<file path="src/rtl/riscv_bus_pkg.sv">
// Shared types and constants for the data-memory bus arbiter.
package riscv_bus_pkg;

    typedef enum logic {
        OWN_CPU = 1'b0,
        OWN_I2C = 1'b1
    } owner_e;

    typedef enum logic {
        ARB  = 1'b0,
        LOCK = 1'b1
    } arb_state_e;

    localparam int unsigned BUS_DW     = 32;
    localparam int unsigned BUS_STRB_W = BUS_DW / 8;

endpackage

</file>
<file path="src/rtl/rr_arb2.sv">
// Two-input round-robin cell: req[0] = CPU, req[1] = I2C.
module rr_arb2
    import riscv_bus_pkg::*;
(
    input  logic [1:0] req,
    input  owner_e     prio,
    input  logic       force_i2c,
    output logic [1:0] gnt,
    output owner_e     next_prio
);

    // Pick one winner; after any grant the other side gets priority.
    always_comb begin
        gnt       = '0;
        next_prio = prio;
        if (req == 2'b11) begin
            if (force_i2c || (prio == OWN_I2C)) begin
                gnt = 2'b10;
            end else begin
                gnt = 2'b01;
            end
        end else begin
            gnt = req;
        end
        if (gnt[0]) begin
            next_prio = OWN_I2C;
        end else if (gnt[1]) begin
            next_prio = OWN_CPU;
        end
    end

endmodule

</file>
<file path="src/rtl/dmem_arbiter.sv">
// Shares the single-port data memory between the core LSU and the I2C buffer port.
module dmem_arbiter
    import riscv_bus_pkg::*;
#(
    parameter int unsigned AW       = 32,
    parameter int unsigned DW       = BUS_DW,
    parameter int unsigned MAX_LOCK = 8
) (
    input  logic            clk,
    input  logic            rst,
    input  logic            cpu_req_valid,
    output logic            cpu_req_ready,
    input  logic            cpu_req_we,
    input  logic [AW-1:0]   cpu_req_addr,
    input  logic [DW-1:0]   cpu_req_wdata,
    input  logic [DW/8-1:0] cpu_req_wstrb,
    output logic            cpu_rsp_valid,
    output logic [DW-1:0]   cpu_rsp_rdata,
    input  logic            i2c_req_valid,
    output logic            i2c_req_ready,
    input  logic            i2c_req_we,
    input  logic [AW-1:0]   i2c_req_addr,
    input  logic [DW-1:0]   i2c_req_wdata,
    input  logic [DW/8-1:0] i2c_req_wstrb,
    output logic            i2c_rsp_valid,
    output logic [DW-1:0]   i2c_rsp_rdata,
    input  logic            i2c_lock,
    output logic            mem_en,
    output logic            mem_we,
    output logic [AW-1:0]   mem_addr,
    output logic [DW-1:0]   mem_wdata,
    output logic [DW/8-1:0] mem_wstrb,
    input  logic [DW-1:0]   mem_rdata
);

    localparam int unsigned LCW = $clog2(MAX_LOCK + 1);

    arb_state_e     state_q, state_d;
    owner_e         prio_q, prio_d;
    logic [LCW-1:0] lock_cnt_q, lock_cnt_d;
    owner_e         rsp_owner_q, rsp_owner_d;
    logic           rsp_valid_q, rsp_valid_d;
    logic           rsp_load_q, rsp_load_d;

    logic [1:0] gnt;
    owner_e     next_prio;
    owner_e     arb_prio;
    logic       force_i2c;
    logic       cpu_max_hit;
    logic       rsp_live;

    // Lock budget used up with the CPU waiting: CPU wins this cycle via plain round robin.
    always_comb begin
        cpu_max_hit = (state_q == LOCK) && (lock_cnt_q == LCW'(MAX_LOCK)) && cpu_req_valid;
        arb_prio    = cpu_max_hit ? OWN_CPU : prio_q;
        force_i2c   = (state_q == LOCK) && !cpu_max_hit;
    end

    rr_arb2 u_rr_arb2 (
        .req       ({i2c_req_valid & ~rst, cpu_req_valid & ~rst}),
        .prio      (arb_prio),
        .force_i2c (force_i2c),
        .gnt       (gnt),
        .next_prio (next_prio)
    );

    // Route the granted payload to the memory; idle cycles drive zeros.
    always_comb begin
        cpu_req_ready = gnt[0];
        i2c_req_ready = gnt[1];
        mem_en        = |gnt;
        mem_we        = 1'b0;
        mem_addr      = '0;
        mem_wdata     = '0;
        mem_wstrb     = '0;
        if (gnt[0]) begin
            mem_we    = cpu_req_we;
            mem_addr  = cpu_req_addr;
            mem_wdata = cpu_req_wdata;
            mem_wstrb = cpu_req_we ? cpu_req_wstrb : '0;
        end else if (gnt[1]) begin
            mem_we    = i2c_req_we;
            mem_addr  = i2c_req_addr;
            mem_wdata = i2c_req_wdata;
            mem_wstrb = i2c_req_we ? i2c_req_wstrb : '0;
        end
    end

    // Next state for the burst lock, lock counter and response owner.
    always_comb begin
        state_d     = state_q;
        lock_cnt_d  = lock_cnt_q;
        prio_d      = next_prio;
        rsp_valid_d = |gnt;
        rsp_owner_d = gnt[1] ? OWN_I2C : OWN_CPU;
        rsp_load_d  = ~mem_we;
        case (state_q)
            ARB: begin
                if (gnt[1] && i2c_lock) begin
                    state_d    = LOCK;
                    lock_cnt_d = LCW'(1);
                end
            end
            LOCK: begin
                if (cpu_max_hit || !i2c_req_valid || (gnt[1] && !i2c_lock)) begin
                    state_d    = ARB;
                    lock_cnt_d = '0;
                end else if (gnt[1] && (lock_cnt_q != LCW'(MAX_LOCK))) begin
                    lock_cnt_d = lock_cnt_q + LCW'(1);
                end
            end
            default: begin
                state_d    = ARB;
                lock_cnt_d = '0;
            end
        endcase
    end

    // State and response-tracking registers.
    always_ff @(posedge clk) begin
        if (rst) begin
            state_q     <= ARB;
            prio_q      <= OWN_CPU;
            lock_cnt_q  <= '0;
            rsp_owner_q <= OWN_CPU;
            rsp_valid_q <= 1'b0;
            rsp_load_q  <= 1'b0;
        end else begin
            state_q     <= state_d;
            prio_q      <= prio_d;
            lock_cnt_q  <= lock_cnt_d;
            rsp_owner_q <= rsp_owner_d;
            rsp_valid_q <= rsp_valid_d;
            rsp_load_q  <= rsp_load_d;
        end
    end

    // A response in flight is dropped as soon as reset is asserted.
    always_comb begin
        rsp_live      = rsp_valid_q & ~rst;
        cpu_rsp_valid = rsp_live && (rsp_owner_q == OWN_CPU);
        i2c_rsp_valid = rsp_live && (rsp_owner_q == OWN_I2C);
        cpu_rsp_rdata = (cpu_rsp_valid && rsp_load_q) ? mem_rdata : '0;
        i2c_rsp_rdata = (i2c_rsp_valid && rsp_load_q) ? mem_rdata : '0;
    end

endmodule

</file>
<file path="config.mk">
export PLATFORM = sky130hd
export DESIGN_NAME = dmem_arbiter
export DESIGN_NICKNAME = d
export VERILOG_FILES = /design/src/rtl/riscv_bus_pkg.sv /design/src/rtl/rr_arb2.sv /design/src/rtl/dmem_arbiter.sv
export SDC_FILE = /design/constraint.sdc
export NUM_CORES = 1
export LEC_CHECK = 0
export CORE_AREA = 2 2 121 123
export DETAILED_ROUTE_END_ITERATION = 7
export DIE_AREA = 0 0 123 125
export MAX_ROUTING_LAYER = met4
export PLACE_DENSITY = 0.64
export SYNTH_ARGS = -nofsm -noshare
export SYNTH_HDL_FRONTEND = slang
export SYNTH_SLANG_ARGS = --single-unit
export TNS_END_PERCENT = 1
</file>
<file path="constraint.sdc">
create_clock -name clk -period 2.75 [get_ports clk]
set_input_delay 0.55 -clock clk [delete_from_list [all_inputs] [get_ports clk]]
set_output_delay 0.55 -clock clk [all_outputs]
set_load 0.05 [all_outputs]
</file>
-- Word-level counts from Yosys, hierarchy flattened
Cells that the tools add are included.
W data, S select, Z words.
- equal/unequal tests: 5
- $add $sub $neg: 1
- mux-type cells: 25
- bitwise logic cells: 7
- reductions and logical operators: 18
- operator list (cell ; count):
    $mux W32 ; 6
    $mux W4 ; 7
    $logic_and A1 B1 Y1 ; 10
    $mux W1 ; 8
    $pmux W4 S2 ; 1
    $add A4 B1 Y4 const B ; 1
    $eq A4 B4 Y1 const B ; 1
    $mux W2 ; 2
    $ne A4 B4 Y1 const B ; 1
    $not A1 Y1 ; 4
    $and A1 B1 Y1 ; 3
    $logic_not A1 Y1 ; 3
    $logic_or A1 B1 Y1 ; 3
    $ne A3 B1 Y1 const B ; 1
    $eq A2 B2 Y1 const B ; 1
    $ne A2 B2 Y1 const B ; 1
    $pmux W1 S2 ; 1
    $reduce_and A2 Y1 ; 1
    $reduce_or A2 Y1 ; 1
- register bits: 9
- output and inout bits: 138

-- Depth between registers and ports, before layout
- word-level depth: 12
- mapped depth: 8
- mapped depth without buffers: 6

-- Hierarchy
From an unflattened synthesis, not the netlist that was laid out.
- cells, all modules: 230
- area total of the unflattened synthesis: 1677.9 um^2
- modules (own cells, without submodules) (module ; area each (um^2) ; instances ; cells an instance ; seq. area each (um^2)):
    dmem_arbiter ; 1644.1 ; 1 ; 225 ; 180.2
    rr_arb2 ; 33.8 ; 1 ; 5 ; 0.0

-- Worst setup path after synthesis
Ideal clock, no wire load.
- path kind: input to output
- start: input port rst
- end: output port cpu_rsp_rdata[22]
- data required time: 2.200 ns
- setup slack: -0.085 ns
- cell stages on the path: 4
- arrival: 2.285 ns
- cells stage by stage: clkbuf_1 nor3b_1 clkbuf_1 and3_1
- longest elaborated chain between the ends: 5
- RTL lines (what ; RTL line ; source):
    start: declaration ; dmem_arbiter.sv:10 ; input logic rst,
    $not A1 Y1 ; dmem_arbiter.sv:140 ; rsp_live = rsp_valid_q & ~rst;
    $and A1 B1 Y1 ; dmem_arbiter.sv:140 ;
    $logic_and A1 B1 Y1 ; dmem_arbiter.sv:141 ; cpu_rsp_valid = rsp_live && (rsp_owner_q == OWN_CPU);
    via cpu_rsp_valid ; dmem_arbiter.sv:17 ; output logic cpu_rsp_valid,
    $logic_and A1 B1 Y1 ; dmem_arbiter.sv:143 ; cpu_rsp_rdata = (cpu_rsp_valid && rsp_load_q) ? mem_rdata : '0;
    $mux W32 ; dmem_arbiter.sv:143 ;
    end: declaration ; dmem_arbiter.sv:18 ; output logic [DW-1:0] cpu_rsp_rdata,
The timed path passes the listed nets, and every way through them passes these cells.

-- Worst setup path in the final report
- start: register lock_cnt_q[0]
- end: output port mem_wdata[12]
- longest elaborated chain between the ends: 10
- elaborated cells on any way between the ends: 11
- classes of those cells: eq/ne: 1; mux: 5; reduce/logical: 5
- RTL lines (what ; RTL line ; source):
    start: declaration ; dmem_arbiter.sv:40 ; logic [LCW-1:0] lock_cnt_q, lock_cnt_d;
    start signal: assignment ; dmem_arbiter.sv:131 ; lock_cnt_q <= lock_cnt_d;
    $eq A4 B4 Y1 (*) ; dmem_arbiter.sv:54 ; cpu_max_hit = (state_q == LOCK) && (lock_cnt_q == LCW'(MAX_LOCK)) && cpu_req_valid;
    $logic_and A1 B1 Y1 (*) (2 in a row) ; dmem_arbiter.sv:54 ;
    $logic_not A1 Y1 ; dmem_arbiter.sv:56 ; force_i2c = (state_q == LOCK) && !cpu_max_hit;
    $logic_and A1 B1 Y1 ; dmem_arbiter.sv:56 ;
    $logic_or A1 B1 Y1 (*) ; rr_arb2.sv:17 ; if (force_i2c || (prio == OWN_I2C)) begin
    $mux W2 (*) ; rr_arb2.sv:17 ;
    $mux W2 (*) ; rr_arb2.sv:16 ; if (req == 2'b11) begin
    $mux W32 ; dmem_arbiter.sv:81 ; end else if (gnt[1]) begin
    $mux W32 (*) ; dmem_arbiter.sv:76 ; if (gnt[0]) begin
    end: declaration ; dmem_arbiter.sv:31 ; output logic [DW-1:0] mem_wdata,
Every way passes the cells marked *; elsewhere a longest branch is shown, timed or not.

==> flow_summary.ini <==
[clock_network]
cts_max_level = 1
clockBufferDepth = 2
cts_buffers = 3
insertion_delay_ns = 0.23
cts-root-buf = clkbuf_16
clkTransAtPathRegs_ns = 0.04
cts_sinks = 9
cts_tree = yes

[final_layout]
drive_above_1_share_pct = 33.52
mostFrequentLayoutCells = clkdlybuf4s50_1, buf_12, and3_1, a22o_1, buf_6
multi_input_area_sq_mm = 0.001380
mostFrequentLayoutCell = clkdlybuf4s50_1
nets = 712
fillCellCount = 1338
antennaDiodeCount = 0
syn_to_final_growth_pct = 255.7
seqCellArea_sq_um = 182.7

[sta]
tns_ns = -0.1258
max_freq_ghz = 0.3607
worst_pin_slew_ns = 0.4448
layout_setup_ws_ns = -0.02224
period_needed_ns = 2.772
finalCritPeriodShare_pct = 100.8
slew_headroom_pct = 70.35
hold_viol = 0
slew_viol_final = 0
hold_ws_ns = 0.5293
rsz0062_at_grt = true
setup_viol = 17
fin_skew_ns = 0.0001966

[grt]
met1_usage_pct = 15.37
overflow = 0
busiest_layer = met2
use_met3_pct = 2.965
use_met2_pct = 26.32
antenna_found_initial = 0
grt_use_total_pct = 14.36
grt_pass1_vias = 3177
grt_max_degree = 65
grt_first_pass_wirelength_um = 17160

[routing]
drtPass1Iterations = 5
wl_per_cell_um = 17.22
finalWirelength_um = 12370
vias_per_cell = 4.529
drcViolationCount = 0
via_count = 3252
drtAntennaViolNets = 0
drt_iter0_drc = 89

[synthesis]
synth_nets = 401
yosys_register_bits = 9
ys_warn_count = 0
ys_seq_area_share_pct = 10.50
syn_inst = 224
netlist-cell-type-count = 34
syn_avg_cell_area_sq_um = 7.658
synthesis.area_sq_mm = 0.001715

[power]
combPwrFrac_pct = 72.7
p_leak_nw = 2.726
powerDensity_mw_per_mm2 = 238.2
switchingPower_w = 0.0005969
internal_power_w = 0.0008563
max-vdd-ir-drop_mv = 0.1638
p_seq_share_pct = 9.7
power_switching_share_pct = 41.07
clock_power_share_pct = 17.5

[critical_path]
cp.required_ns = 2.20
crit_type = reg2out
critPathLaunchType = flip-flop
worstPathArrival_ns = 2.22
startpoint = lock_cnt_q[0]
cp_max_fo = 8
reg2reg_from = lock_cnt_q[0]
worstSetupEndpointType = primary output

[floorplan]
fp.dieH_um = 125
die_x_um = 123
fp.dieArea_sq_mm = 0.01538
core_sq_mm = 0.01420
start_util_pct = 12.08
pin_count = 313
num_rows = 44

[flow_run]
maxCapViolCount = 0

[place]
hpwl_um = 9236
gp_congestion = 0.9141
portBuffers = 312

[run_status]
outcome = finished, violations left
failed_checks = negative setup slack

[hold_path]
hold_start = lock_cnt_q[3]
hp-class = reg2reg
==> flip-flops by register name (all words and copies together) (netlist names) <==
name / flops
rsp_load_q: 1
prio_q: 1
state_q: 1
rsp_owner_q: 1
lock_cnt_q: 4
rsp_valid_q: 1
==> cell type report <==
class | instances | area share, %
Sequential cell | 9 | 2.994
Multi-Input combinational cell | 182 | 22.62
Inverter | 3 | 0.1846
Timing Repair Buffer | 336 | 69.13
Clock buffer | 4 | 1.292
Tap cell | 184 | 3.774
==> power groups by stage <==
stage	combinational, W	clock, W	sequential (W)
final	0.00106	0.000255	0.000141
after global routing	0.00110	0.000270	0.000142
after CTS	0.00103	0.000258	0.000141
after detailed placement	0.000955	0	0.000143
after global placement	0.000945	0	0.000143
after floorplan	0.000479	0	0.000142
==> worst paths after layout <==
check	endpoint	slack, ns	cells after the start
worst max-delay path	mem_wdata[12]	-0.02	8
worst min-delay path	lock_cnt_q[3]	0.53	2
worst max register to register	rsp_valid_q	0.79	7
worst min register to register	lock_cnt_q[3]	0.53	2
==> stage by stage <==
stage / util [%] / instance area, sq um / std cells / setup WS (ns) / power (W)
final: 42.95 / 6101 / 718 / -0.02224 / 0.001453
after global routing: 42.95 / 6101 / 718 / -0.08038 / 0.001513
after CTS: 41.90 / 5951 / 710 / -0.01409 / 0.001428
after detailed placement: 39.19 / 5567 / 704 / -0.1342 / 0.001098
after global placement: 39.19 / 5567 / 704 / -0.1300 / 0.001088
after floorplan: - / 1717 / 224 / -0.01284 / 0.0006212
==> cells by family after synthesis <==
kind of cell | share of synthesized area (%)
and+or+nand+nor | 35.45
buffers and inverters | 11.31
AOI/OAI and AO/OA | 41.28
adders and majority gates | 1.459
DFF | 10.50
==> repair_timing <==
| item | CTS | global route |
|---|---|---|
| setup buffers | 0 | 4 |
| pin swaps | 41 | 8 |
| gates cloned | 2 | 4 |
| endpoints found under the setup margin | 70 | 70 |
| resized for setup | 71 | 9 |
| endpoints found under the hold margin | 0 | 0 |
| hold buffers | 0 | 0 |
==> routing by layer <==
layer | share of wire (%) | up-vias
li1 | - | 1518
met1 | 37 | 1506
met2 | 51 | 205
met3 | 9.7 | 23
met4 | 2.2 | 0
met5 | 0 | -
==> worst max-delay path, stage by stage, from the launching register on <==
cell and delay [ns]:
dfxtp_2 0.33, inv_2 0.05, ha_4 0.16, and4b_1 0.20, or3b_4 0.40, and3_4 0.24
clkbuf_16 0.19, a22o_1 0.25, buf_6 0.16
==> cells in the mapped netlist <==
library cell	number	area (sq um)
o21bai_1	1	7.510
nand2_1	3	11.26
o311ai_0	1	8.760
a31oi_1	2	12.51
clkbuf_1	14	52.55
a211oi_1	1	7.510
and2_1	6	37.54
ha_1	2	25.02
nand3_1	1	5.000
a31o_2	1	8.760
or3b_1	1	8.760
o211ai_1	1	7.510
o22ai_1	2	12.51
or2_2	3	18.77
a21oi_1	2	10.01
nor3_1	1	5.000
nand4bb_1	2	22.52
o21ai_0	3	15.01
dfxtp_1	9	180.2
a32o_1	4	40.04
buf_2	8	40.04
nor2b_1	1	6.260
inv_1	3	11.26
and3b_1	1	8.760
a22o_1	65	569.3
a221oi_1	1	8.760
and3_1	67	419.2
or3_1	2	12.51
nand2b_1	1	6.260
nand3b_1	1	7.510
and4b_1	2	20.02
nor3b_1	1	7.510
buf_6	8	90.09
nor2_1	3	11.26
Note: power is estimated with default switching activity, not from simulation.
